[src/rtl/pda_string_gen_if.sv]
// Handshake/bus bundle between a host (master) and the pda_string_gen (slave).
// Counts and terms are sampled by the generator only on an accepted start.
interface pda_string_gen_if #(
  parameter int CNT_W = 8
);
  logic             start;
  logic [CNT_W-1:0] cnt_first;
  logic [CNT_W-1:0] cnt_second;
  logic [CNT_W-1:0] cnt_third;
  logic [7:0]       first_term;
  logic [7:0]       second_term;
  logic [7:0]       third_term;
  logic             out_ready;
  logic [7:0]       out_char;
  logic             out_valid;
  logic             busy;
  logic             done;

  modport master (
    output start, cnt_first, cnt_second, cnt_third,
    output first_term, second_term, third_term, out_ready,
    input  out_char, out_valid, busy, done
  );

  modport slave (
    input  start, cnt_first, cnt_second, cnt_third,
    input  first_term, second_term, third_term, out_ready,
    output out_char, out_valid, busy, done
  );
endinterface

[src/rtl/pda_string_gen.sv]
// Emits first^n1 second^n2 third^n3 followed by NUL on a valid/ready byte stream.
// First character one cycle after an accepted start; every output is a flop.
module pda_string_gen #(
  parameter int CNT_W = 8
) (
  input  logic              clock,
  input  logic              reset_n,
  pda_string_gen_if.slave   bus
);

  localparam logic [2:0] S_IDLE   = 3'd0;
  localparam logic [2:0] S_FIRST  = 3'd1;
  localparam logic [2:0] S_SECOND = 3'd2;
  localparam logic [2:0] S_THIRD  = 3'd3;
  localparam logic [2:0] S_TERM   = 3'd4;

  localparam logic [CNT_W-1:0] CNT_ZERO = '0;
  localparam logic [CNT_W-1:0] CNT_ONE  = {{(CNT_W-1){1'b0}}, 1'b1};

  logic [2:0]       state_q, state_d;
  logic [CNT_W-1:0] cnt2_q, cnt2_d;
  logic [CNT_W-1:0] cnt3_q, cnt3_d;
  logic [CNT_W-1:0] rem_q, rem_d;
  logic [7:0]       term1_q, term1_d;
  logic [7:0]       term2_q, term2_d;
  logic [7:0]       term3_q, term3_d;
  logic [7:0]       out_char_q, out_char_d;
  logic             out_valid_q;
  logic             busy_q;
  logic             done_q, done_d;
  logic             accept;
  logic             hs;

  always_comb begin
    accept  = (state_q == S_IDLE) && bus.start;
    hs      = out_valid_q && bus.out_ready;
    state_d = state_q;
    cnt2_d  = cnt2_q;
    cnt3_d  = cnt3_q;
    rem_d   = rem_q;
    term1_d = term1_q;
    term2_d = term2_q;
    term3_d = term3_q;
    done_d  = 1'b0;

    if (accept) begin
      term1_d = bus.first_term;
      term2_d = bus.second_term;
      term3_d = bus.third_term;
      cnt2_d  = bus.cnt_second;
      cnt3_d  = bus.cnt_third;
      if (bus.cnt_first != CNT_ZERO) begin
        state_d = S_FIRST;
        rem_d   = bus.cnt_first;
      end else if (bus.cnt_second != CNT_ZERO) begin
        state_d = S_SECOND;
        rem_d   = bus.cnt_second;
      end else if (bus.cnt_third != CNT_ZERO) begin
        state_d = S_THIRD;
        rem_d   = bus.cnt_third;
      end else begin
        state_d = S_TERM;
      end
    end else if (hs) begin
      case (state_q)
        S_FIRST, S_SECOND, S_THIRD: begin
          // Leave the phase on its last character so rem never reaches zero.
          if (rem_q == CNT_ONE) begin
            if ((state_q == S_FIRST) && (cnt2_q != CNT_ZERO)) begin
              state_d = S_SECOND;
              rem_d   = cnt2_q;
            end else if ((state_q != S_THIRD) && (cnt3_q != CNT_ZERO)) begin
              state_d = S_THIRD;
              rem_d   = cnt3_q;
            end else begin
              state_d = S_TERM;
            end
          end else begin
            rem_d = rem_q - CNT_ONE;
          end
        end
        S_TERM: begin
          state_d = S_IDLE;
          done_d  = 1'b1;
        end
        default: state_d = S_IDLE;
      endcase
    end

    case (state_d)
      S_FIRST:  out_char_d = term1_d;
      S_SECOND: out_char_d = term2_d;
      S_THIRD:  out_char_d = term3_d;
      default:  out_char_d = 8'h00;
    endcase
  end

  always_ff @(posedge clock or negedge reset_n) begin
    if (!reset_n) begin
      state_q     <= S_IDLE;
      cnt2_q      <= '0;
      cnt3_q      <= '0;
      rem_q       <= '0;
      term1_q     <= 8'h00;
      term2_q     <= 8'h00;
      term3_q     <= 8'h00;
      out_char_q  <= 8'h00;
      out_valid_q <= 1'b0;
      busy_q      <= 1'b0;
      done_q      <= 1'b0;
    end else begin
      state_q     <= state_d;
      cnt2_q      <= cnt2_d;
      cnt3_q      <= cnt3_d;
      rem_q       <= rem_d;
      term1_q     <= term1_d;
      term2_q     <= term2_d;
      term3_q     <= term3_d;
      out_char_q  <= out_char_d;
      out_valid_q <= (state_d != S_IDLE);
      busy_q      <= (state_d != S_IDLE);
      done_q      <= done_d;
    end
  end

  assign bus.out_char  = out_char_q;
  assign bus.out_valid = out_valid_q;
  assign bus.busy      = busy_q;
  assign bus.done      = done_q;

endmodule

[src/flat_wrapper.sv]
// flat-port wrapper written by rule: the top's interface ports become plain ports
module pda_string_gen_flat 
#(
  parameter int CNT_W = 8
)
  (clock, reset_n, bus_start, bus_cnt_first, bus_cnt_second, bus_cnt_third, bus_first_term, bus_second_term, bus_third_term, bus_out_ready, bus_out_char, bus_out_valid, bus_busy, bus_done);
  pda_string_gen_if #(.CNT_W(CNT_W)) bus_i ();
  input  logic clock;
  input  logic reset_n;
  input wire logic [$bits(bus_i.start)-1:0] bus_start;
  input wire logic [$bits(bus_i.cnt_first)-1:0] bus_cnt_first;
  input wire logic [$bits(bus_i.cnt_second)-1:0] bus_cnt_second;
  input wire logic [$bits(bus_i.cnt_third)-1:0] bus_cnt_third;
  input wire logic [$bits(bus_i.first_term)-1:0] bus_first_term;
  input wire logic [$bits(bus_i.second_term)-1:0] bus_second_term;
  input wire logic [$bits(bus_i.third_term)-1:0] bus_third_term;
  input wire logic [$bits(bus_i.out_ready)-1:0] bus_out_ready;
  output wire logic [$bits(bus_i.out_char)-1:0] bus_out_char;
  output wire logic [$bits(bus_i.out_valid)-1:0] bus_out_valid;
  output wire logic [$bits(bus_i.busy)-1:0] bus_busy;
  output wire logic [$bits(bus_i.done)-1:0] bus_done;
  assign bus_i.start = bus_start;
  assign bus_i.cnt_first = bus_cnt_first;
  assign bus_i.cnt_second = bus_cnt_second;
  assign bus_i.cnt_third = bus_cnt_third;
  assign bus_i.first_term = bus_first_term;
  assign bus_i.second_term = bus_second_term;
  assign bus_i.third_term = bus_third_term;
  assign bus_i.out_ready = bus_out_ready;
  assign bus_out_char = bus_i.out_char;
  assign bus_out_valid = bus_i.out_valid;
  assign bus_busy = bus_i.busy;
  assign bus_done = bus_i.done;
  pda_string_gen #(.CNT_W(CNT_W)) u_core (.clock(clock), .reset_n(reset_n), .bus(bus_i));
endmodule
[config.mk]
export PLATFORM = sky130hd
export DESIGN_NAME = pda_string_gen_flat
export DESIGN_NICKNAME = d
export VERILOG_FILES = /design/src/rtl/pda_string_gen_if.sv /design/src/rtl/pda_string_gen.sv /design/src/flat_wrapper.sv
export SDC_FILE = /design/constraint.sdc
export NUM_CORES = 1
export LEC_CHECK = 0
export BUFFER_PORTS_ARGS = -buffer_cell sky130_fd_sc_hd__buf_2
export CAP_MARGIN = 20
export CORE_ASPECT_RATIO = 0.5
export CORE_MARGIN = 2
export CORE_UTILIZATION = 49
export CTS_CLUSTER_SIZE = 20
export DETAILED_ROUTE_END_ITERATION = 10
export GPL_TIMING_DRIVEN = 0
export PLACE_DENSITY = 0.84
export SLEW_MARGIN = 25
export SYNTH_ARGS = -nofsm -noshare
export SYNTH_HDL_FRONTEND = slang
export SYNTH_SLANG_ARGS = --single-unit
[constraint.sdc]
create_clock -name clock -period 2.6 [get_ports clock]
set_clock_uncertainty 0.05 [all_clocks]
set_input_delay 0.39 -clock clock [delete_from_list [all_inputs] [get_ports clock]]
set_output_delay 0.39 -clock clock [all_outputs]
set_load 0.1 [all_outputs]
==> summary.txt, run 1 <==
Global route
  • Total grt overflow: 0
  • Initial antenna violation count: 0
  • Met2 Track Usage GR: 45.8%
  • Most Used Layer, Global Route: met2
  • First-pass GRT wire length: 14000 um
  • Largest net degree at the start of global routing: 62
  • Met3 Usage GRT: 5.78%
  • Vias in the first global route: 2905
  • Tot GR Track Use: 27.2%
  • GR Util met1: 35.9%

Timing
  • Final Max Tran Viols: 0
  • Final setup violation count: 2
  • Max Clk Rate: 0.383 GHz
  • Final worst path period share: 100%
  • Final Hold Fails: 0
  • Max_slew headroom: 44.7%
  • Min Hold Slack: 76.6 ps
  • Worst slew pin tran: 825 ps
  • Setup_tns: -13.4 ps
  • Final worst slack: -11.1 ps
  • RSZ-0062 raised after global routing: true
  • Crit path time final: 2610 ps

Clock network
  • Clock sinks: 61
  • Clk_lat worst skew: 330 ps
  • TritonCTS Buffers: 9
  • Post-CTS Hold Buffers: 0
  • TritonCTS clock tree: yes
  • Htree depth: 3
  • CTS Buffer Depth: 2
  • Clock root cell: clkbuf_16
  • Clock-pin transition on the worst setup and hold timing paths: 60 ps

Logic synthesis
  • Synth Instances: 364
  • Synth Area in XOR/XNOR: 1.41%
  • Synth Area per Inst: 8.54 um2
  • Compound-Gate Fraction of Synth Area: 14.8%
  • Ys flop type: dfrtp_1
  • Main combinational cell family by area after synthesis: simple AND/OR/NAND/NOR gates
  • Distinct cells, synth: 49
  • Simple-gate area share of the yosys netlist: 28.8%
  • Synthesis-stage register bit count: 61
  • Adder and majority gate portion of the synthesized area: 0.805%
  • Area share of the largest cell type after synthesis: 49.1%
  • Ys Warns: 0
  • Post-synth design cell area: 3110 um2
  • Register area share after synthesis: 49.1%
  • Multiplexer share of the synthesized area: 1.29%
  • Asr flop ratio synth: 100%
  • Area contributors post-synth: dfrtp_1, nand2_1, nand3_1, a21oi_1, o2bb2ai_1
  • Largest area contributor in the synthesized netlist: dfrtp_1
  • EDFF count, synth: 0
  • Syn nets: 418

Detailed routing
  • Post-Route WL: 8900 um
  • ANT nets after route: 0
  • 1st-iter DRT viols: 223
  • WL/cell: 16.5 um
  • DRT Pass-1 Iters: 5
  • DRC errors left: 0
  • Vias/cell: 5.61
  • Vias after detailed routing: 3023

Status
  • Failing checks: negative setup slack
  • Status: finished, violations left

Finish
  • P&R area growth vs syn: 27.6%
  • Most frequent cells in the layout: nand2_1, buf_2, dfrtp_1, nand3_1, a21oi_1
  • Commonest non-fill, non-tap cell in the layout: nand2_1
  • Final Net Count: 500
  • Fraction of layout cells with a size suffix above 1: 25.5%
  • Non-filler instance count after layout: 539
  • # diodes: 0
  • FILL cells: 519

Power
  • Leakage: 0.00195 uW
  • Sw frac: 35.2%
  • Seq pwr share: 41.1%
  • Clk pwr share: 34.3%
  • Logic pwr share: 24.6%
  • P_sw: 1100 uW
  • Pwr dens: 790 nW/um2
  • VDD IR max: 0.000494 V
  • Power Total: 3130 uW
  • Int Power: 2030 uW

Setup path
  • Worst endpoint data arrival time: 2770 ps
  • Worst Path Required: 2760 ps
  • Startpoint types: flop
  • Largest fanout on the critical path: 7
  • R2R depth: 9
  • CP Capture Type: flop
  • WS Path Type: reg -> reg

Placement
  • Final GP Congestion: 0.909
  • IO buf count: 62
  • Placed Cells: 514
  • Placed wire-length estimate: 6120 um

Floorplan
  • Rows: 20
  • Die height: 60.3 um
  • I/O pins: 63
  • Initial Util: 50.9%
  • Die Width: 117 um
  • CORE AREA: 6110 um2
  • Die Footprint: 7040 um2

Run
  • MaxCap Viol Count: 0

Min path
  • Min-Delay Path Class: in -> async
-- layout make-up --
type | count | area [um2] | share of cell area [%]
plain buffers | 16 | 81.3 | 2.05
repair buffers | 74 | 408 | 10.3
flip-flops and latches | 61 | 1530 | 38.5
well taps | 88 | 110 | 2.77
clock buffers | 10 | 229 | 5.77
multi-input cells | 278 | 1550 | 39.1
clock inverters | 6 | 38.8 | 0.977
inverters | 6 | 22.5 | 0.567
-- worst max-delay path, stage by stage, from the launching register on --
cell and delay [ps]:
dfrtp_1 370, buf_6 130, or4b_4 540, or4_4 600
nor3_4 270, a211oi_2 100, inv_2 110, nor3_4 50
buf_6 140, o2bb2ai_1 120
-- power by group through the flow --
stage	Clock (uW)	Sequential (uW)	Combinational (uW)
2_1_floorplan	0	1450	346
3_3_place_gp	0	1260	721
3_5_place_dp	0	1270	738
4_1_cts	1090	1270	753
5_1_grt	1130	1310	840
6_report	1080	1290	770
-- sequential cells by signal, summed over array words and instances, names as in the netlist, 3 cells and up --
signal and count:
u_core.bus.out_char 8, u_core.cnt2_q 8, u_core.cnt3_q 8, u_core.rem_q 8, u_core.state_q 3, u_core.term1_q 8
u_core.term2_q 8, u_core.term3_q 8
-- what timing repair did --
item	4_1_cts	5_1_grt
endpoints found under the setup margin	16	18
pin swaps	4	4
setup buffers	8	3
gates cloned	0	1
gates resized for setup	7	18
-- final timing paths --
kind	start	endpoint	slack [ps]
setup / recovery	u_core.state_q[2]	u_core.bus.out_char[7]	-10
hold / removal	reset_n	u_core.term2_q[3]	80
setup reg to reg	u_core.state_q[2]	u_core.bus.out_char[7]	-10
hold reg to reg	u_core.term1_q[4]	u_core.term1_q[4]	420
max in group asynchronous	reset_n	u_core.state_q[0]	1870
min in group clock	bus_first_term[4]	u_core.term1_q[4]	220
-- metrics by stage --
stage	cell area [um2]	setup slack, ps	utilization (%)
final	3970	-11.1	65.0
after global routing	3970	-80.7	65.0
after CTS	3890	0.409	63.7
after detailed placement	3540	-428	58.0
after global placement	3530	-257	57.8
after floorplan	3110	96.0	-
-- synthesized netlist by cell type, drive strengths merged (2+ instances only) --
master	number
nor2	14
xnor2	2
xor2	3
a211oi	2
nand3	16
ha	2
nor3	5
o21ai	9
a21oi	16
nor3b	2
a31oi	6
and2	3
dfrtp	61
clkbuf	12
inv	6
mux2i	4
buf	7
o31a	2
o211ai	3
nor4	9
o2bb2ai	8
o22ai	9
nand2	142
or4	4
or3	2
a221oi	3
-- routing by layer --
metal	part of all wire (%)	wire length (um)	vias up
li1	-	-	1437
met1	44	3890	1456
met2	47	4210	121
met3	8.0	716	9
met4	1.0	89	0
met5	0	0	-
-- cells by family after synthesis --
logic type | count (synthesis)
and+or+nand+nor | 202
AOI/OAI and AO/OA | 65
DFF | 61
buffers and inverters | 25
xor gates and xnor gates | 5
muxes | 4
adders and majority gates | 2
No activity file was read; power rests on OpenSTA's default activity.
==> run 2: changes to the inputs <==
Settings changed: SKIP_LAST_GASP set to 1.
==> run 2 against run 1 <==
Net effect:
- the flow still finishes with violations (negative setup slack)
- sequential share of layout area up 0.097 points
- total power is 0.36% lower
- combinational power decreased by 0.8%
- routed wire length fell by 0.17%
- utilization down 0.16 points
- sequential power hardly changed
- sequential cell count stayed put
- clock power hardly changed
- maximum frequency hardly changed
- largest cell class unchanged
- highest routed layer unchanged
==> summary.txt, run 2 (synthesis results as in run 1) <==
Setup path
  • Top Family by Delay on Critical Path: simple AND/OR/NAND/NOR gates (unchanged)
  • CP Cell Sequence: buf_6, or4b_4, or4_4, nor3_4, a211oi_2, inv_2, nor3_4, buf_6, o2bb2ai_1 (unchanged)
  • WP buf/inv: 3 (unchanged)
  • Worst Path Required: 2760 ps (about the same)
  • CP Capture Type: flop (unchanged)
  • Slowest cell on the critical path: or4_4 (unchanged)
  • Startpoint types: flop (unchanged)
  • WS Path Type: reg -> reg (unchanged)
  • Largest fanout on the critical path: 7 (unchanged)
  • Worst endpoint data arrival time: 2770 ps (about the same)
  • CP max stage delay: 600 ps (about the same)

Finish
  • Commonest non-fill, non-tap cell in the layout: nand2_1 (unchanged)
  • Fraction of layout cells with a size suffix above 1: 25.1% (was 25.5%)
  • Design Area, Final: 3960 um2 (was 3970 um2)
  • FILL cells: 521 (was 519)
  • P&R area growth vs syn: 27.3% (was 27.6%)
  • # diodes: 0 (unchanged)
  • Multi-input combinational cell area: 1540 um2 (was 1550 um2)
  • Most frequent cells in the layout: nand2_1, buf_2, dfrtp_1, nand3_1, a21oi_1 (unchanged)
  • Final Net Count: 500 (unchanged)
  • FF+latch area: 1530 um2 (unchanged)

Run
  • MaxCap Viol Count: 0 (unchanged)

Min path
  • Min-Delay Path Class: in -> async (unchanged)

Floorplan
  • Rows: 20 (unchanged)
  • Initial Util: 50.9% (unchanged)
  • CORE AREA: 6110 um2 (unchanged)
  • Die Width: 117 um (unchanged)
  • I/O pins: 63 (unchanged)
  • Die height: 60.3 um (unchanged)
  • Die Footprint: 7040 um2 (unchanged)

Detailed routing
  • ANT nets after route: 0 (unchanged)
  • DRC errors left: 0 (unchanged)
  • WL/cell: 16.5 um (about the same)
  • Post-Route WL: 8890 um (was 8900 um)
  • DRT Pass-1 Iters: 4 (was 5)
  • Vias after detailed routing: 3024 (was 3023)
  • 1st-iter DRT viols: 210 (was 223)
  • Vias/cell: 5.61 (about the same)

Clock network
  • TritonCTS clock tree: yes (unchanged)
  • Clock-pin transition on the worst setup and hold timing paths: 60 ps (about the same)
  • Post-CTS Hold Buffers: 0 (unchanged)
  • Clock sinks: 61 (unchanged)
  • TritonCTS Buffers: 9 (unchanged)
  • Htree depth: 3 (unchanged)
  • Clk_lat worst skew: 330 ps (about the same)
  • Clock root cell: clkbuf_16 (unchanged)
  • CTS Buffer Depth: 2 (unchanged)

Timing
  • Min Hold Slack: 79.0 ps (was 76.6 ps)
  • Worst slew pin tran: 811 ps (was 825 ps)
  • Max_slew headroom: 45.6% (was 44.7%)
  • Final Max Tran Viols: 0 (unchanged)
  • Final worst slack: -11.0 ps (was -11.1 ps)
  • Final Hold Fails: 0 (unchanged)
  • Max Clk Rate: 0.383 GHz (about the same)
  • RSZ-0062 raised after global routing: true (unchanged)
  • Crit path time final: 2610 ps (about the same)
  • Final worst path period share: 100% (about the same)
  • Final setup violation count: 2 (unchanged)

Status
  • Failing checks: negative setup slack (unchanged)
  • Status: finished, violations left (unchanged)

Global route
  • Tot GR Track Use: 27.2% (unchanged)
  • Total grt overflow: 0 (unchanged)
  • First-pass GRT wire length: 14000 um (unchanged)
  • Largest net degree at the start of global routing: 62 (unchanged)
  • Initial antenna violation count: 0 (unchanged)
  • Vias in the first global route: 2905 (unchanged)

Placement
  • DP Area: 3540 um2 (unchanged)
  • IO buf count: 62 (unchanged)
  • Pre-CTS setup slack: -428 ps (unchanged)
  • Final GP Congestion: 0.909 (unchanged)
  • Placed wire-length estimate: 6120 um (unchanged)

Power
  • Leakage: 0.00195 uW (about the same)
  • Pwr dens: 789 nW/um2 (was 790 nW/um2)
  • VDD IR max: 0.000494 V (about the same)
## run 2: changes by cell type in the layout (fill, tap and decap cells not counted)
cell	before	now
nor2_4	2	1
nor2_2	2	1
nor2_1	10	12
## run 2: cell type report
cell class | count | area share [%]
multi-input combinational | 278 | 38.9
sequential | 61 | 38.6
timing repair buffer | 74 | 10.3
clock buffer | 10 | 5.78
tap | 88 | 2.78
buffer | 16 | 2.05
clock inverter | 6 | 0.980
inverter | 6 | 0.569
## run 2: final timing paths
path / startpoint / end / slack [ps] / depth (start not counted)
setup / recovery: u_core.state_q[2] / u_core.bus.out_char[7] / -10 / 9
hold / removal: reset_n / u_core.term2_q[3] / 80 / 1
hold reg to reg: u_core.term1_q[4] / u_core.term1_q[4] / 420 / 2
min in group clock: bus_first_term[4] / u_core.term1_q[4] / 220 / 3
setup reg to reg: u_core.state_q[2] / u_core.bus.out_char[7] / -10 / 9
max in group asynchronous: reset_n / u_core.state_q[0] / 1860 / 1
## run 2: layer usage
layer	GRT usage, %	part of all wire [%]	vias to the layer above
met2	45.8	48	126
met5	0	0	-
li1	-	-	1435
met3	5.78	8.3	9
met4	9.58	1.0	0
met1	35.9	43	1454
## run 2: repair_timing
action                     CTS  global route
gates cloned                 0             1
setup buffers                8             3
pin swaps                    4             4
resized for setup            7            15
setup endpoints to repair   16            18
## run 2: power by group
group          internal [uW]  switching, uW  total, uW  leakage, uW
Sequential              1140            145       1280     0.000750
Clock                    642            433       1070     0.000129
Combinational            248            517        764      0.00107
Total                   2030           1090       3120      0.00195
## run 2: per-stage QoR
| stage | power [uW] | utilization [%] | instances | TNS (ps) |
|---|---|---|---|---|
| finish | 3120 | 64.8 | 539 | -13.2 |
| global route | 3270 | 64.8 | 539 | -732 |
| CTS | 3110 | 63.7 | 536 | 0 |
| detailed placement | 2010 | 58.0 | 514 | -4200 |
| global placement | 1980 | 57.8 | 514 | -2710 |
| floorplan | 1790 | - | 364 | 0 |
